## config.mk

```make
export PLATFORM = sky130hd
export DESIGN_NAME = lfsr_ctrl_fsm
export DESIGN_NICKNAME = d
export VERILOG_FILES = /design/src/rtl/lfsr_ctrl_pkg.sv /design/src/rtl/lfsr_ctrl_cnt.sv /design/src/rtl/lfsr_ctrl_fsm.sv
export SDC_FILE = /design/constraint.sdc
export NUM_CORES = 1
export LEC_CHECK = 0
export BUFFER_PORTS_ARGS = -buffer_cell sky130_fd_sc_hd__buf_4
export CAP_MARGIN = 25
export CORE_AREA = 2 2 39 41
export DETAILED_ROUTE_END_ITERATION = 12
export DIE_AREA = 0 0 41 43
export PLACE_DENSITY = 0.63
export SYNTH_ARGS = -nofsm -noshare
export SYNTH_HDL_FRONTEND = slang
export SYNTH_SLANG_ARGS = --single-unit
```

## constraint.sdc

```tcl
create_clock -name clk -period 2.93 [get_ports clk]
set_input_delay 0.586 -clock clk [delete_from_list [all_inputs] [get_ports clk]]
set_output_delay 0.586 -clock clk [all_outputs]
set_load 0.01 [all_outputs]
```

## src/rtl/lfsr_ctrl_pkg.sv

```systemverilog
// Shared state encoding and Moore output decode for the LFSR sequencing controller.
package lfsr_ctrl_pkg;

  typedef enum logic [1:0] {
    ST_IDLE = 2'd0,
    ST_SEED = 2'd1,
    ST_LOAD = 2'd2,
    ST_RUN  = 2'd3
  } state_e;

  localparam int CNT_W = 8;

  typedef struct packed {
    logic lfsr_rst;
    logic rst;
    logic en;
  } outs_t;

  function automatic outs_t decode_outs(input state_e s);
    outs_t o;
    case (s)
      ST_SEED: o = '{lfsr_rst: 1'b0, rst: 1'b1, en: 1'b0};
      ST_LOAD: o = '{lfsr_rst: 1'b0, rst: 1'b1, en: 1'b0};
      ST_RUN:  o = '{lfsr_rst: 1'b0, rst: 1'b0, en: 1'b1};
      default: o = '{lfsr_rst: 1'b1, rst: 1'b1, en: 1'b0};
    endcase
    return o;
  endfunction

endpackage

```

## src/rtl/lfsr_ctrl_cnt.sv

```systemverilog
// LOAD dwell counter: cleared on LOAD entry, counts each LOAD cycle, flags the last one.
module lfsr_ctrl_cnt
  import lfsr_ctrl_pkg::*;
#(
  parameter int LOAD_CYCLES = 2
) (
  input  logic clk,
  input  logic reset,
  input  logic clr_i,
  input  logic inc_i,
  output logic tc_o
);

  logic [CNT_W-1:0] cnt_q, cnt_d;

  always_comb begin
    cnt_d = cnt_q;
    if (clr_i) begin
      cnt_d = '0;
    end else if (inc_i) begin
      cnt_d = cnt_q + 1'b1;
    end
  end

  always_ff @(posedge clk or posedge reset) begin
    if (reset) begin
      cnt_q <= '0;
    end else begin
      cnt_q <= cnt_d;
    end
  end

  // Terminal on the last LOAD cycle, so LOAD lasts exactly LOAD_CYCLES cycles.
  assign tc_o = (cnt_q == CNT_W'(LOAD_CYCLES - 1));

endmodule

```

## src/rtl/lfsr_ctrl_fsm.sv

```systemverilog
// Moore controller sequencing an external LFSR: IDLE -> SEED -> LOAD -> RUN.
// Optional state_o output when LFSR_CTRL_FSM_STATE_OUT_EN is defined.
module lfsr_ctrl_fsm
  import lfsr_ctrl_pkg::*;
#(
  parameter int LOAD_CYCLES = 2
) (
  input  logic       clk,
  input  logic       reset,
  input  logic       start,
  input  logic       lfsr_load,
  output logic       lfsr_rst,
  output logic       rst,
  output logic       en
`ifdef LFSR_CTRL_FSM_STATE_OUT_EN
  ,
  output logic [1:0] state_o
`endif
);

  state_e state_q, state_d;
  logic   cnt_clr, cnt_inc, cnt_tc;
  outs_t  outs;

  lfsr_ctrl_cnt #(
    .LOAD_CYCLES(LOAD_CYCLES)
  ) u_cnt (
    .clk   (clk),
    .reset (reset),
    .clr_i (cnt_clr),
    .inc_i (cnt_inc),
    .tc_o  (cnt_tc)
  );

  // Dropping start aborts from any non-IDLE state and takes priority.
  always_comb begin
    state_d = state_q;
    cnt_clr = 1'b0;
    cnt_inc = 1'b0;
    case (state_q)
      ST_IDLE: begin
        if (start) state_d = ST_SEED;
      end
      ST_SEED: begin
        if (!start) begin
          state_d = ST_IDLE;
        end else if (lfsr_load) begin
          state_d = ST_LOAD;
          cnt_clr = 1'b1;
        end
      end
      ST_LOAD: begin
        cnt_inc = 1'b1;
        if (!start) begin
          state_d = ST_IDLE;
        end else if (cnt_tc) begin
          state_d = ST_RUN;
        end
      end
      ST_RUN: begin
        if (!start) state_d = ST_IDLE;
      end
      default: state_d = ST_IDLE;
    endcase
  end

  always_ff @(posedge clk or posedge reset) begin
    if (reset) begin
      state_q <= ST_IDLE;
    end else begin
      state_q <= state_d;
    end
  end

  assign outs     = decode_outs(state_q);
  assign lfsr_rst = outs.lfsr_rst;
  assign rst      = outs.rst;
  assign en       = outs.en;

`ifdef LFSR_CTRL_FSM_STATE_OUT_EN
  assign state_o = state_q;
`endif

endmodule

```

==> flow_summary_export.csv, run 1 <==
group,metric,value,unit
run_status,status,"finished, final reports clean",
worst_hold_path,hold_path_class,"input pin to async pin",
sta,skew,5.75,ps
power_and_ir_drop,peakVddDrop,0.268,mV
synthesis,synth.net_count,62,
power_and_ir_drop,power_frac_seq,53.7,%
placement,dp_hpwl,756,um
clock_tree,post_cts_buffers,0,
clock_tree,clk_latency,280,ps
grt,grt_pass1_wl,1730,um
cells_and_area,area_delta_synth_final,16.2,%
sta,fin_crit,1680,ps
sta,final_max_slew_viol_count,0,
die,die-width,41,um
detailed_routing,drtPass1Iterations,3,
cells_and_area,layout-drive-gt1-share,15.4,%
power_and_ir_drop,power_density,630,nW/um^2
flow_run,drv_cap,0,
clock_tree,cts_tree,"done",
clock_tree,cts_root_buffer,"clkbuf_4",
synthesis,ys.warnings.count,0,
grt,grt_pass1_vias,406,
power_and_ir_drop,p_comb_share,21.9,%
synthesis,syn_avg_cell_area,9.65,sq um
grt,grt_use_met2,21.6,%
cells_and_area,nFillCells,136,
sta,worst_slew_pin_slew,464,ps
synthesis,synthCells,56,
detailed_routing,vias,434,
clock_tree,path_clk_slew,60,ps
die,row_count,14,
sta,finalCritPeriodShare,57.5,%
synthesis,synth.distinct_cells,24,
sta,hold_viol,0,
power_and_ir_drop,p_clk_share,24.4,%
clock_tree,cts_made_buffers,3,
sta,slew_headroom,69.0,%
critical_path,cp.required,2340,ps
clock_tree,cts_sinks,10,
detailed_routing,ant_nets,0,
power_and_ir_drop,p_int,258,uW
synthesis,netlist_area,541,sq um
grt,use_met3,4.71,%
placement,dp.cells,78,
clock_tree,cts-resized-gates,0,
cells_and_area,antennaDiodeCount,0,
cells_and_area,nNetsFinal,73,
cells_and_area,stdcell_count,81,
detailed_routing,drt_iter0_markers,4,
power_and_ir_drop,switchingPower,137,uW
detailed_routing,drc,0,
sta,max_freq,594,MHz
die,core_area,1380,sq um
grt,busiest_layer,"met2",
power_and_ir_drop,power.leakage,0.304,nW
die,die_h,43,um
grt,grt_max_degree,11,
die,die_area,1760,sq um
synthesis,synth_seq_cells,10,
grt,grt-ovfl-total,0,
clock_tree,h-tree-depth,1,
detailed_routing,via_per_inst,5.36,
synthesis,seq_area_frac_synth,46.3,%
sta,setup_viol,0,
sta,rsz0062_at_grt,"no",
clock_tree,clock_path_buffers,2,
critical_path,crit_arrival,1100,ps
critical_path,crit_type,"register to output port",
die,initial_core_util,39.1,%
sta,tns,0,ps
grt,grt_use_met1,19.3,%
clock_tree,cts_hold_buf,0,
critical_path,crit_fanout,9,
grt,antenna_found_initial,0,
detailed_routing,finalWirelength,1010,um
critical_path,worstSetupStartpointType,"register",
detailed_routing,wl_per_cell,12.5,um
critical_path,cp-end-kind,"output port",
placement,gp_congestion,0.767,
grt,track_usage,15.9,%
placement,port_buffers,6,
power_and_ir_drop,swShare,34.7,%
die,io_pins,7,
## per-stage QoR
step	util, %	total power [mW]	hold WS [ps]	setup WS [ps]	area, sq um
after floorplan	-	0.270	426	1490	541
after global routing	45.4	0.424	345	1160	628
final	45.4	0.396	286	1250	628
after global placement	43.8	0.298	503	1440	606
after CTS	45.4	0.400	302	1240	628
after detailed placement	43.8	0.302	501	1370	606
## final cells by class
type	instances	area [sq um]	area share (%)
clock buffers	3	22.5	3.59
inverters	5	18.8	2.99
multi-input cells	41	272	43.2
flip-flops and latches	10	250	39.8
well taps	16	20.0	3.19
repair buffers	6	45.0	7.17
## cell usage after synthesis
cell type / count / area (sq um)
nand2b_1: 1 / 6.26
or4b_1: 1 / 10.0
nand4b_1: 1 / 8.76
nand3_1: 3 / 15.0
nor2_1: 5 / 18.8
a21oi_1: 4 / 20.0
ha_1: 2 / 25.0
nand2_1: 5 / 18.8
or4_1: 1 / 7.51
xor2_1: 1 / 8.76
xnor2_1: 1 / 8.76
o21ai_0: 3 / 15.0
mux2i_1: 1 / 10.0
nand4b_4: 1 / 23.8
inv_1: 5 / 18.8
o31ai_1: 1 / 7.51
dfrtp_1: 10 / 250
nor2b_1: 1 / 6.26
a211oi_1: 1 / 7.51
nand3b_1: 2 / 15.0
o41ai_1: 1 / 8.76
or3_1: 3 / 18.8
and3_1: 1 / 6.26
nor3_1: 1 / 5.00
## state kept, by name (all words and copies together) (netlist names)
name	cells
u_cnt.cnt_q	8
state_q	2
## routing by layer
metal | share of wire, % | vias to the layer above | wire length [um]
li1 | - | 217 | -
met1 | 47 | 202 | 473
met2 | 44 | 10 | 445
met3 | 4.7 | 5 | 48
met4 | 4.5 | 0 | 46
met5 | 0 | - | 0
## worst paths after layout
| kind | start | to | slack [ps] | cells past startpoint |
|---|---|---|---|---|
| worst max register to register | u_cnt.cnt_q[1]$_DFFE_PP0P_ | state_q[0]$_DFFE_PP0P_ | 1370 | 5 |
| min in group clk | u_cnt.cnt_q[6]$_DFFE_PP0P_ | u_cnt.cnt_q[6]$_DFFE_PP0P_ | 510 | 1 |
| worst min register to register | u_cnt.cnt_q[6]$_DFFE_PP0P_ | u_cnt.cnt_q[6]$_DFFE_PP0P_ | 510 | 1 |
| max in group asynchronous | reset | u_cnt.cnt_q[4]$_DFFE_PP0P_ | 2370 | 2 |
| worst max-delay path | state_q[1]$_DFFE_PP0P_ | en | 1250 | 3 |
| worst min-delay path | reset | u_cnt.cnt_q[5]$_DFFE_PP0P_ | 290 | 2 |
## power by group through the flow
stage	combinational [mW]	clock, mW	sequential (mW)
6_report	0.0865	0.0966	0.212
5_1_grt	0.101	0.105	0.218
4_1_cts	0.0883	0.0995	0.212
3_5_place_dp	0.0876	0	0.214
3_3_place_gp	0.0858	0	0.212
2_1_floorplan	0.0669	0	0.203
## worst max-delay path, stage by stage, from the launching register on
cell,delay [ps]
dfrtp_1,530
nand2_1,120
inv_1,70
buf_4,110
## kinds of logic (layout without fill, tap and decap cells)
group,count (synthesis),after routing,synth area share (%)
xor gates and xnor gates,2,2,3.24
AOI/OAI and AO/OA,10,10,10.9
adders and majority gates,2,2,4.63
and+or+nand+nor,26,26,29.6
buffers and inverters,5,14,3.47
DFF,10,10,46.3
muxes,1,1,1.85
## placed cells by master, fill, tap and decap left out
cell type / count
a211oi_1: 1
a21oi_1: 4
and3_1: 1
buf_4: 6
clkbuf_4: 3
dfrtp_1: 10
ha_1: 2
inv_1: 5
mux2i_1: 1
nand2_1: 5
nand2b_1: 1
nand3_1: 3
nand3b_1: 2
nand4b_1: 1
nand4b_4: 1
nor2_1: 5
nor2b_1: 1
nor3_1: 1
o21ai_0: 3
o31ai_1: 1
o41ai_1: 1
or3_1: 3
or4_1: 1
or4b_1: 1
xnor2_1: 1
xor2_1: 1
No activity file was read; power rests on OpenSTA's default activity.
==> run 2, diff against run 1 <==
- PLACE_DENSITY: 0.63 -> 0.66
- clock period: 2.93 -> 1.53 ns (I/O delays scaled with it)
==> flow_summary_export.csv, run 2 (synthesis results as in run 1) <==
group,metric,value,unit
run_status,status,"finished, final reports clean",
die,die_area,1760,sq um
critical_path,crit_type,"register to register",
placement,place_area,651,sq um
grt,grt-ovfl-total,0,
sta,fin_crit,1520,ps
die,die_h,43,um
sta,worst_slew_pin_slew,392,ps
clock_tree,h-tree-depth,1,
sta,hold_slack,9.18,ps
grt,track_usage,16.2,%
sta,max_freq,656,MHz
clock_tree,path_clk_slew,70,ps
sta,finalCritPeriodShare,99.6,%
critical_path,cpPeakStageDelay,460,ps
detailed_routing,ant_nets,0,
power_and_ir_drop,p_comb_share,32.1,%
worst_hold_path,hold_path_class,"input pin to async pin",
clock_tree,cts_root_buffer,"clkbuf_4",
clock_tree,clock_path_buffers,2,
sta,final_max_slew_viol_count,0,
grt,grt_max_degree,11,
detailed_routing,drc,0,
critical_path,crit_fanout,2,
power_and_ir_drop,peakVddDrop,0.632,mV
die,die-width,41,um
clock_tree,cts_made_buffers,3,
clock_tree,cts_tree,"done",
clock_tree,cts_sinks,10,
sta,slew_headroom,73.8,%
detailed_routing,vias,459,
power_and_ir_drop,switchingPower,283,uW
cells_and_area,utilization,49.2,%
sta,skew,5.79,ps
sta,rsz0062_at_grt,"yes",
power_and_ir_drop,power.leakage,0.337,nW
die,initial_core_util,39.1,%
critical_path,crit_arrival,1740,ps
clock_tree,clk_latency,270,ps
power_and_ir_drop,finalPower,822,uW
critical_path,cp.required,1740,ps
critical_path,slowest_stage,"or4b_1",
power_and_ir_drop,power_density,1210,nW/um^2
cells_and_area,final_common_cell,"buf_4",
cells_and_area,final_cell_mix,"12 x buf_4, 10 x dfrtp_1, 5 x inv_1, 5 x nor2_1, 5 x nand2_1",
detailed_routing,finalWirelength,1150,um
detailed_routing,drtPass1Iterations,3,
clock_tree,cts_hold_buf,0,
cells_and_area,top_regs,"u_cnt.cnt_q: 8 flops, state_q: 2 flops",
placement,gp_congestion,0.766,
cells_and_area,fin_area,681,sq um
die,io_pins,7,
critical_path,path_cells,"inv_1 > ha_1 > or4b_1 > o41ai_2 > and3_1",
detailed_routing,wl_per_cell,13.2,um
cells_and_area,nNetsFinal,79,
sta,setup_viol,0,
cells_and_area,antennaDiodeCount,0,
cells_and_area,stdcell_count,87,
power_and_ir_drop,p_int,539,uW
power_and_ir_drop,swShare,34.5,%
cells_and_area,largest_reg_flops,8,
critical_path,cp-end-kind,"register",
grt,grt_pass1_wl,1840,um
die,row_count,14,
sta,hold_viol,0,
critical_path,worstSetupStartpointType,"register",
placement,dp_hpwl,882,um
detailed_routing,drt_iter0_markers,4,
die,core_area,1380,sq um
cells_and_area,area_delta_synth_final,25.9,%
placement,dp.cells,84,
cells_and_area,top_register,"u_cnt.cnt_q",
cells_and_area,layout-drive-gt1-share,23.9,%
flow_run,drv_cap,0,
power_and_ir_drop,power_frac_seq,45.2,%
placement,port_buffers,6,
power_and_ir_drop,p_clk_share,22.7,%
grt,antenna_found_initial,0,
grt,grt_pass1_vias,447,
detailed_routing,via_per_inst,5.28,
run 2: cell types whose count changed in the layout (fill, tap and decap cells not counted), sizes merged:
cell / previous run / this run
buf: 6 / 12
run 2: power groups by stage:
stage / combinational (mW) / sequential [mW] / clock, mW
floorplan: 0.128 / 0.389 / 0
global route: 0.291 / 0.381 / 0.204
CTS: 0.261 / 0.371 / 0.190
global placement: 0.252 / 0.375 / 0
detailed placement: 0.259 / 0.377 / 0
finish: 0.264 / 0.371 / 0.187
run 2: worst max-delay path, delay by kind of cell, from the launching register on:
kind	cells	cell delay [ps]
AND/OR/NAND/NOR	2	660
adder cells (fa/ha/maj)	1	120
AO/OA/AOI/OAI	1	240
buffers and inverters	1	60
flip-flops	1	380
run 2: what timing repair did:
item / in CTS / in global routing
setup buffers: 0 / 0
endpoints found under the setup margin: 0 / 1
resized for setup: 0 / 1
run 2: path summary, 6_finish.rpt:
check	start	to	slack [ps]	depth (start not counted)
worst max-delay path	u_cnt.cnt_q[1]$_DFFE_PP0P_	state_q[0]$_DFFE_PP0P_	6	5
worst min-delay path	reset	u_cnt.cnt_q[4]$_DFFE_PP0P_	9	2
worst max register to register	u_cnt.cnt_q[1]$_DFFE_PP0P_	state_q[0]$_DFFE_PP0P_	6	5
worst min register to register	u_cnt.cnt_q[6]$_DFFE_PP0P_	u_cnt.cnt_q[6]$_DFFE_PP0P_	510	1
max in group asynchronous	reset	u_cnt.cnt_q[0]$_DFFE_PP0P_	1240	2
min in group clk	start	state_q[1]$_DFFE_PP0P_	260	3
run 2: through the flow:
stage	TNS, ps	setup slack, ps
3_3_place_gp	0	136
3_5_place_dp	0	33.9
2_1_floorplan	0	92.3
6_report	0	5.75
4_1_cts	0	10.4
5_1_grt	-40.2	-40.2
run 2: final cells by class:
class                   count  area (sq um)
fillers                   138           703
multi-input cells          41           279
flip-flops and latches     10           250
repair buffers             12          90.1
clock buffers               3          22.5
well taps                  16          20.0
inverters                   5          18.8
run 2: routing by layer:
layer / GRT usage [%] / share of wire [%] / routed length [um]
met4: 12.0 / 3.4 / 39
met5: 0 / 0 / 0
met3: 3.14 / 3.5 / 40
met2: 24.4 / 49 / 557
met1: 19.1 / 45 / 512
